## config.mk

```make
export PLATFORM = sky130hd
export DESIGN_NAME = demux_reg
export DESIGN_NICKNAME = d
export VERILOG_FILES = /design/src/rtl/demux_reg.sv
export SDC_FILE = /design/constraint.sdc
export NUM_CORES = 1
export LEC_CHECK = 0
export ABC_AREA = 0
export BUFFER_PORTS_ARGS = -buffer_cell sky130_fd_sc_hd__buf_2
export CAP_MARGIN = 20
export CORE_ASPECT_RATIO = 0.7
export CORE_MARGIN = 1
export CORE_UTILIZATION = 50
export CTS_BUF_LIST = sky130_fd_sc_hd__clkbuf_8 sky130_fd_sc_hd__clkbuf_16
export DETAILED_ROUTE_END_ITERATION = 6
export HOLD_SLACK_MARGIN = 0.1
export MAX_ROUTING_LAYER = met4
export PLACE_DENSITY = 0.91
export SLEW_MARGIN = 20
export SYNTH_ARGS = -nofsm -noshare
export SYNTH_HDL_FRONTEND = slang
export SYNTH_SLANG_ARGS = --single-unit
```

## constraint.sdc

```tcl
create_clock -name clk -period 3.75 [get_ports clk]
set_clock_uncertainty 0.15 [all_clocks]
set_input_delay 0.375 -clock clk [delete_from_list [all_inputs] [get_ports clk]]
set_output_delay 0.375 -clock clk [all_outputs]
set_load 0.02 [all_outputs]
```

## src/rtl/demux_reg.sv

```systemverilog
// rtl/demux_reg.sv - registered 1-to-2 demultiplexer with per-output holding registers and delivery counters
module demux_reg #(
    parameter int WIDTH = 32,
    parameter int CNT_W = 8
) (
    input  logic             clk,
    input  logic             rst_n,
    input  logic [WIDTH-1:0] in_data,
    input  logic             in_valid,
    input  logic             select,
    output logic             in_ready,
    output logic [WIDTH-1:0] out1_data,
    output logic             out1_valid,
    input  logic             out1_ready,
    output logic [WIDTH-1:0] out2_data,
    output logic             out2_valid,
    input  logic             out2_ready,
    output logic [CNT_W-1:0] cnt1,
    output logic [CNT_W-1:0] cnt2
);

    typedef enum logic {
        EMPTY = 1'b0,
        FULL  = 1'b1
    } slot_t;

    slot_t state1_q, state1_d;
    slot_t state2_q, state2_d;

    logic take;
    logic load1, load2;
    logic drain1, drain2;

    always_ff @(posedge clk or negedge rst_n) begin
        if (!rst_n) begin
            state1_q <= EMPTY;
            state2_q <= EMPTY;
        end else begin
            state1_q <= state1_d;
            state2_q <= state2_d;
        end
    end

    // in_ready looks only at the selected slot so a stalled consumer never blocks the other one
    always_comb begin
        in_ready = 1'b0;
        take     = 1'b0;
        load1    = 1'b0;
        load2    = 1'b0;
        drain1   = 1'b0;
        drain2   = 1'b0;
        state1_d = state1_q;
        state2_d = state2_q;

        if (select)
            in_ready = rst_n && ((state2_q == EMPTY) || out2_ready);
        else
            in_ready = rst_n && ((state1_q == EMPTY) || out1_ready);

        take   = in_valid && in_ready;
        load1  = take && !select;
        load2  = take && select;
        drain1 = (state1_q == FULL) && out1_ready;
        drain2 = (state2_q == FULL) && out2_ready;

        if (load1)
            state1_d = FULL;
        else if (drain1)
            state1_d = EMPTY;

        if (load2)
            state2_d = FULL;
        else if (drain2)
            state2_d = EMPTY;
    end

    always_ff @(posedge clk or negedge rst_n) begin
        if (!rst_n) begin
            out1_data <= '0;
            out2_data <= '0;
            cnt1      <= '0;
            cnt2      <= '0;
        end else begin
            if (load1)
                out1_data <= in_data;
            if (load2)
                out2_data <= in_data;
            if (drain1)
                cnt1 <= cnt1 + CNT_W'(1);
            if (drain2)
                cnt2 <= cnt2 + CNT_W'(1);
        end
    end

    assign out1_valid = (state1_q == FULL);
    assign out2_valid = (state2_q == FULL);

endmodule

```

==> flow_summary.json, run 1 <==
{
  "outcome": "finished, final reports clean",
  "drv_slew": 0,
  "cts_buffers": 9,
  "grtUsageTotal": 0.2106,
  "antenna_found_initial": 0,
  "vias": 2089,
  "grt_max_degree": 60,
  "cts_root_buf": "clkbuf_8",
  "netlist_instances": 202,
  "crit_chain": "dlygate4sd3_1, buf_4, nand3_2, nor2b_4, buf_4, mux2_4",
  "max-cap-violations": 0,
  "post-place-ws_ps": 1594,
  "placedCellCount": 410,
  "fp.dieH_um": 70.53,
  "holdPathStages": 2,
  "ctsHtreeMaxLevel": 3,
  "die_w_um": 99.90,
  "gp_congestion": 0.7967,
  "path_clk_slew_ps": 80,
  "drc": 0,
  "drt_iter0_markers": 30,
  "seq_area_frac_synth": 0.6117,
  "yosysWarnings": 0,
  "cts-resized-gates": 0,
  "critical_path_arrival_ps": 2410,
  "ant_nets": 0,
  "crit_fanout": 27,
  "rsz0062_at_grt": "no",
  "cts_sinks": 82,
  "syn_area_per_cell_um2": 16.61,
  "worst_path_max_delay_cell": "dlygate4sd3_1",
  "postRouteWirelength_mm": 6.587,
  "hp-class": "in2reg",
  "fin_cells": 431,
  "netlist_area_um2": 3354,
  "critical_path_class": "in2reg",
  "ys_seq_elements": 82,
  "ff2ff_setup_slack_ps": 1940,
  "synthesis.nets": 242,
  "grt_pass1_vias": 2130,
  "slew_headroom": 0.5209,
  "fin_ws_ps": 1424,
  "routed_via_density": 4.847,
  "hold_buffers": 3,
  "io_buffers": 120,
  "hpwl_mm": 4.704,
  "cp.required_ps": 3830,
  "leakage_nw": 2.122,
  "diodes": 0,
  "p_per_area_nw_per_um2": 631.0,
  "worst_pin_slew_ps": 718.6,
  "grt_first_pass_wirelength_mm": 10.73,
  "start_util": 0.5269,
  "worst_path_most_repeated_cell": "buf_4",
  "clkLatencyLatePin_ps": 350,
  "fmax_ghz": 0.4299,
  "min_period_over_period": 0.6204,
  "wl_per_cell_um": 15.28,
  "max-vdd-ir-drop_uv": 339.7,
  "period_needed_ps": 2326,
  "ys_types": 26,
  "firstDrtPassIters": 4,
  "syn2layout_area_growth_pct": 27.71,
  "coreArea_um2": 6366,
  "nets": 375,
  "dieArea_um2": 7046,
  "rows": 24,
  "hold_viol": 0,
  "overflow": 0,
  "postCtsSetupRepairBufs": 0,
  "clock_path_buffers": 2,
  "finalSetupViolCount": 0,
  "drive_gt1_frac": 0.6088,
  "cts_tree": "built",
  "cpPeakStageDelay_ps": 550,
  "start_kind": "input port",
  "tns_ps": 0,
  "end_kind": "flop",
  "num_io_pins": 121,
  "worstRegToRegCells": 4
}
-- layer usage --
layer	part of all wire	vias up	wire [um]	track usage
met3	0.059	12	390	0.06028
met5	0	-	0	-
met1	0.49	1016	3204	0.2877
met2	0.44	85	2918	0.3034
li1	-	976	-	-
met4	0.011	0	74	0.07353
-- synthesized netlist by cell type --
cell type  instances  area share
mux2_2            33        0.11
nor2b_1            1      0.0019
buf_2              1      0.0015
nand3b_1           1      0.0022
buf_12             3       0.018
and3_1             2      0.0037
nor3b_4            1      0.0056
buf_6              4       0.013
mux2_1             3       0.010
o211a_1            1      0.0030
nand2b_1           2      0.0037
nand3_2            1      0.0030
xor2_1             3      0.0078
dfrtp_1           82        0.61
or3b_1             1      0.0026
ha_1               2      0.0075
nand4_1            5      0.0093
and4_1             2      0.0052
nor2_1             2      0.0022
mux2_4            30        0.13
inv_1              1      0.0011
nand3_1            1      0.0015
xnor2_1           11       0.029
o21ai_0            1      0.0015
and2_1             1      0.0019
nand2_1            7      0.0078
-- per-stage QoR --
stage	util	hold WS [ps]	instance area [um2]	total power, mW
3_5_place_dp	0.6293	165.8	4006	2.013
5_1_grt	0.6730	100.3	4284	2.842
4_1_cts	0.6698	100.7	4264	2.735
3_3_place_gp	0.6293	157.1	4006	1.988
2_1_floorplan	-	-70.59	3354	1.715
6_report	0.6730	120.8	4284	2.703
-- placed cells by master, fill, tap and decap left out, types with 3 or more instances in the layout --
cell	Yosys	routed
mux2_2	33	33
xor2_1	3	3
mux2_4	30	30
buf_2	1	119
dlygate4sd3_1	0	5
buf_4	0	6
xnor2_1	11	11
nand2_1	7	7
nand4_1	5	5
mux2_1	3	3
clkinvlp_4	0	4
clkbuf_8	0	10
dfrtp_1	82	82
-- report_power, final --
part           internal [mW]  switching [mW]
Sequential              1.08           0.142
Clock                  0.392           0.313
Combinational          0.346           0.433
-- layout make-up --
cell class / count / area, um2
clock inverters: 6 / 90.09
well taps: 91 / 113.9
repair buffers: 130 / 690.7
inverters: 1 / 3.754
flip-flops and latches: 82 / 2052
multi-input cells: 111 / 1196
clock buffers: 10 / 137.6
fillers: 496 / 2082
-- state kept, by name, summed over array words and instances, names as in the netlist --
name        cells
out1_data      32
out2_data      32
cnt1            8
cnt2            8
out1_valid      1
out2_valid      1
-- critical path, delay by kind of cell --
family,cells,cell delay (ps)
buf+inv,3,1210
mux,1,330
simple gates,2,470
-- logic make-up (layout without fill, tap and decap cells) --
group / count (synthesis) / in the layout / synth area share
compound gates: 2 / 2 / 0.004475
xor+xnor: 14 / 14 / 0.03655
fa+ha+maj: 2 / 2 / 0.007459
buf+inv: 9 / 147 / 0.03394
flops: 82 / 82 / 0.6117
mux: 66 / 66 / 0.2551
simple gates: 27 / 27 / 0.05073
-- worst paths after layout --
path,start,to
hold reg to reg,cnt1[7],cnt1[7]
min in group asynchronous,rst_n,out1_data[18]
setup reg to reg,out2_valid,out2_data[14]
max in group asynchronous,rst_n,out1_data[20]
hold / removal,in_data[31],out1_data[31]
setup / recovery,rst_n,out2_data[14]
(Power assumes the default switching activity.)
==> run 2, diff against run 1 <==
- CORE_UTILIZATION: 50 -> 49
- PLACE_DENSITY: 0.91 -> 0.9
- clock period: 3.75 -> 2.35 ns (I/O delays scaled with it)
==> run 2 against run 1 <==
Against the previous run:
- utilization is 4.5 points higher
- wire length is 16% higher
- sequential power is 61% higher
- critical endpoint is now out1_data[20]
- largest power group unchanged
- final cell count is 7.4% higher
- register-to-register slack worse by 1400 ps
==> flow_summary.json, run 2 (same netlist as run 1, synthesis figures left out) <==
{
  "clock_path_buffers": 2,
  "postRouteWirelength_mm": 7.654,
  "outcome": "finished, final reports clean",
  "drt_iter0_markers": 85,
  "gp_congestion": 0.8050,
  "nets": 407,
  "busiest_layer": "met2",
  "overflow": 0,
  "grt_use_met2": 0.3942,
  "crit_chain": "dlygate4sd3_1, buf_4, nand2_1, nor3b_4, buf_4, mux2_2",
  "diodes": 0,
  "final_common_cell": "buf_2",
  "post-place-ws_ps": 504.8,
  "grt_use_met3": 0.06829,
  "max-cap-violations": 0,
  "cp.required_ps": 2420,
  "cpPeakStageDelay_ps": 530,
  "critical_path_arrival_ps": 2120,
  "grt_first_pass_wirelength_mm": 11.99,
  "syn2layout_area_growth_pct": 37.45,
  "io_buffers": 120,
  "power_mw": 4.382,
  "placedCellCount": 409,
  "drv_slew": 0,
  "cts_sinks": 82,
  "routed_via_density": 4.903,
  "worst_path_max_delay_cell": "dlygate4sd3_1",
  "drc": 0,
  "end_kind": "flop",
  "coreArea_um2": 6426,
  "ctsHtreeMaxLevel": 3,
  "ff2ff_setup_slack_ps": 540,
  "period_needed_ps": 2041,
  "rows": 24,
  "cts_tree": "built",
  "hpwl_mm": 4.747,
  "fp.dieH_um": 71.23,
  "path_clk_slew_ps": 80,
  "antenna_found_initial": 0,
  "crit_fanout": 32,
  "r2r_start": "out2_valid",
  "fillers": 461,
  "ant_nets": 0,
  "worst_path_most_repeated_cell": "buf_4",
  "hold_viol": 0,
  "postCtsSetupRepairBufs": 0,
  "slew_headroom": 0.4081,
  "fin_ws_ps": 308.9,
  "layout.cells.most_common_list": "buf_2, dfrtp_1, dlygate4sd3_1, mux2_2, mux2_4",
  "grt_pass1_vias": 2352,
  "hold_buffers": 38,
  "cts_root_buf": "clkbuf_8",
  "grt_util_met1": 0.2748,
  "start_util": 0.5220,
  "grt_max_degree": 74,
  "critical_path_class": "in2reg",
  "tns_ps": 0,
  "die_w_um": 100.9,
  "hp-class": "in2async",
  "cts_buffers": 9,
  "clkLatencyLatePin_ps": 340,
  "finalSetupViolCount": 0,
  "firstDrtPassIters": 4,
  "dieArea_um2": 7186,
  "rsz0062_at_grt": "no",
  "vias": 2270,
  "reg_top3": "out1_data (32), out2_data (32)",
  "max-vdd-ir-drop_uv": 526.6,
  "fmax_ghz": 0.4899,
  "min_period_over_period": 0.8686,
  "cts-resized-gates": 0,
  "start_kind": "input port",
  "num_io_pins": 121,
  "wl_per_cell_um": 16.53,
  "grtUsageTotal": 0.2336,
  "r2r_end": "out2_data[17]",
  "p_per_area_nw_per_um2": 950.4,
  "drive_gt1_frac": 0.5511,
  "worstRegToRegCells": 4,
  "worst_pin_slew_ps": 887.9,
  "utilization": 0.7175,
  "leakage_nw": 2.269,
  "fin_cells": 463
}
==> run 2: routing by layer <==
metal	wire length, um	vias to the layer above	part of all wire
met3	439	10	0.057
li1	-	1031	-
met2	3752	96	0.49
met5	0	-	0
met1	3385	1133	0.44
met4	76	0	0.0099
==> run 2: critical path: cells and delay by family <==
family | cells | cell delay (ps)
buf+inv | 3 | 1130
simple gates | 2 | 310
mux | 1 | 400
==> run 2: worst max-delay path by stage <==
stage | start | slack [ps] | to | cells past startpoint
after global routing | rst_n | 240 | out1_data[19] | 6
final | rst_n | 310 | out1_data[20] | 6
after global placement | rst_n | 550 | out1_data[13] | 5
after floorplan | out1_valid | 700 | out1_data[10] | 4
after CTS | rst_n | 310 | out1_data[14] | 6
after detailed placement | rst_n | 500 | out1_data[28] | 5
==> run 2: stage by stage <==
| step | area, um2 | hold WS, ps |
|---|---|---|
| after floorplan | 3354 | -210.6 |
| after global placement | 4011 | -67.22 |
| after detailed placement | 4011 | -59.84 |
| after CTS | 4611 | 126.7 |
| after global routing | 4611 | 117.6 |
| final | 4611 | 132.9 |
==> run 2: cell type report <==
class                      instances  area, um2  area share
clock buffer                      10      137.6     0.02985
multi-input combinational        111       1196      0.2594
tap                               91      113.9     0.02469
sequential                        82       2052      0.4450
inverter                           1      3.754   0.0008141
clock inverter                     6      81.33     0.01764
timing repair buffer             162       1026      0.2225
==> run 2: power by group <==
group,switching (mW),leakage [nW],internal (mW)
sequential,0.243,0.988,1.72
clock,0.488,0.113,0.620
combinational,0.722,1.17,0.590
total,1.45,2.27,2.93
==> run 3, diff against run 2 <==
- ABC_CLOCK_PERIOD_IN_PS: default -> 1900
- BUFFER_PORTS_ARGS: -buffer_cell sky130_fd_sc_hd__buf_2 -> -buffer_cell sky130_fd_sc_hd__buf_4
- clock period: 2.35 -> 1.9 ns (I/O delays scaled with it)
==> run 3 against run 2 <==
Against the previous run:
- clock power rose by 43%
- register-to-register slack got worse by 290 ps
- via count up 0.18%
- first-iteration DRC count fell by 54%
- non-clock buffer count is 4 higher
- highest routed layer unchanged
==> flow_summary.json, run 3 (same netlist as run 1, synthesis figures left out) <==
{
  "outcome": "finished, final reports clean",
  "final_common_cell": "buf_4",
  "cts_tree": "built",
  "post-place-ws_ps": 283.0,
  "fmax_ghz": 0.5631,
  "dieArea_um2": 7186,
  "drt_iter0_markers": 39,
  "crit_fanout": 3,
  "grt_first_pass_wirelength_mm": 11.89,
  "gp_congestion": 0.8050,
  "ant_nets": 0,
  "postRouteWirelength_mm": 7.599,
  "antenna_found_initial": 0,
  "worst_pin_slew_ps": 674.8,
  "max-cap-violations": 0,
  "hp-class": "in2async",
  "utilization": 0.7761,
  "fillers": 393,
  "period_needed_ps": 1776,
  "cp.required_ps": 1560,
  "num_io_pins": 121,
  "combPwrFrac": 0.316,
  "cts_sinks": 82,
  "start_kind": "input port",
  "rows": 24,
  "ctsHtreeMaxLevel": 3,
  "grt_pass1_vias": 2344,
  "cts_root_buf": "clkbuf_8",
  "p_per_area_nw_per_um2": 1181,
  "max-vdd-ir-drop_uv": 812.9,
  "hold_viol": 0,
  "drv_slew": 0,
  "dpl-instance-area_um2": 4332,
  "grt_max_degree": 56,
  "die_w_um": 100.9,
  "stdcell_area_um2": 4987,
  "io_buffers": 120,
  "fin_ws_ps": 124.0,
  "fp.dieH_um": 71.23,
  "end_kind": "output port",
  "firstDrtPassIters": 4,
  "wl_per_cell_um": 16.31,
  "slew_headroom": 0.5501,
  "rsz0062_at_grt": "no",
  "diodes": 0,
  "intPower_mw": 4.090,
  "hpwl_mm": 4.923,
  "routed_via_density": 4.880,
  "critical_path_class": "in2out",
  "overflow": 0,
  "start_util": 0.5220,
  "leakage_nw": 2.396,
  "power_switching_mw": 1.798,
  "syn2layout_area_growth_pct": 48.68,
  "critical_path_arrival_ps": 1440,
  "reg_top3": "out1_data (32), out2_data (32)",
  "ff2ff_setup_slack_ps": 250,
  "clock_path_buffers": 2,
  "drive_gt1_frac": 0.5547,
  "vias": 2274,
  "coreArea_um2": 6426,
  "tns_ps": 0,
  "path_clk_slew_ps": 80,
  "cts-resized-gates": 0,
  "finalSetupViolCount": 0,
  "layout.cells.most_common_list": "buf_4, dfrtp_1, dlygate4sd3_1, mux2_2, mux2_4",
  "switching_share": 0.3053,
  "cts_buffers": 9,
  "seqPwrFrac": 0.413,
  "clkPwrFrac": 0.271,
  "nets": 411,
  "min_period_over_period": 0.9347,
  "clkLatencyLatePin_ps": 350,
  "grtUsageTotal": 0.2307,
  "drc": 0
}
[run 3: changes by cell type in the layout (fill, tap and decap cells not counted), sizes merged]
| cell | previous run | this run |
|---|---|---|
| clkbuf | 10 | 9 |
| bufinv | 2 | 4 |
| clkinv | 2 | 0 |
| buf | 124 | 128 |
[run 3: final timing paths]
check,start,end,cells after the start
min in group clk,cnt1[7],cnt1[7],1
min reg2reg,cnt1[7],cnt1[7],1
max reg2reg,out1_valid,out1_data[15],4
max,out1_ready,in_ready,5
min,rst_n,out1_data[30],4
max in group asynchronous,rst_n,out1_data[22],3
[run 3: timing repair]
action / 4_1_cts / 5_1_grt
endpoints found under the hold margin: 151 / 0
setup buffers: 0 / 0
hold buffers: 39 / 0
[run 3: worst max-delay path, cell delays in order]
cell and delay [ps]:
dlygate4sd3_1 550, buf_4 140, nand2b_1 160, o211a_1 230
buf_4 160
[run 3: routing by layer]
| layer | GRT usage | routed length [um] | vias to the layer above |
|---|---|---|---|
| met4 | 0.08052 | 119 | 0 |
| met1 | 0.2858 | 3413 | 1134 |
| met5 | - | 0 | - |
| li1 | - | - | 1038 |
| met3 | 0.07024 | 476 | 16 |
| met2 | 0.3638 | 3589 | 86 |
[run 3: through the flow]
stage          instances  hold slack [ps]  power [mW]
6_report             466            322.6       5.888
5_1_grt              466            328.1       6.145
4_1_cts              466            313.9       5.919
3_5_place_dp         412            127.1       4.241
3_3_place_gp         412            118.8       4.188
2_1_floorplan        202           -255.6       3.385
[run 3: final cells by class]
cell class                      instances  area (um2)  area share
Inverter                                1       3.754   0.0007526
Multi-Input combinational cell        111        1196      0.2398
Clock buffer                            9       123.9     0.02484
Timing Repair Buffer                  166        1366      0.2740
Sequential cell                        82        2052      0.4114
Clock inverter                          6       131.4     0.02634
Tap cell                               91       113.9     0.02283
[run 3: power groups by stage]
stage          registers [mW]  logic [mW]  clock network (mW)
2_1_floorplan            2.88       0.508                   0
6_report                 2.43        1.86                1.59
3_5_place_dp             2.45        1.80                   0
3_3_place_gp             2.44        1.75                   0
5_1_grt                  2.48        1.96                1.71
4_1_cts                  2.42        1.86                1.63
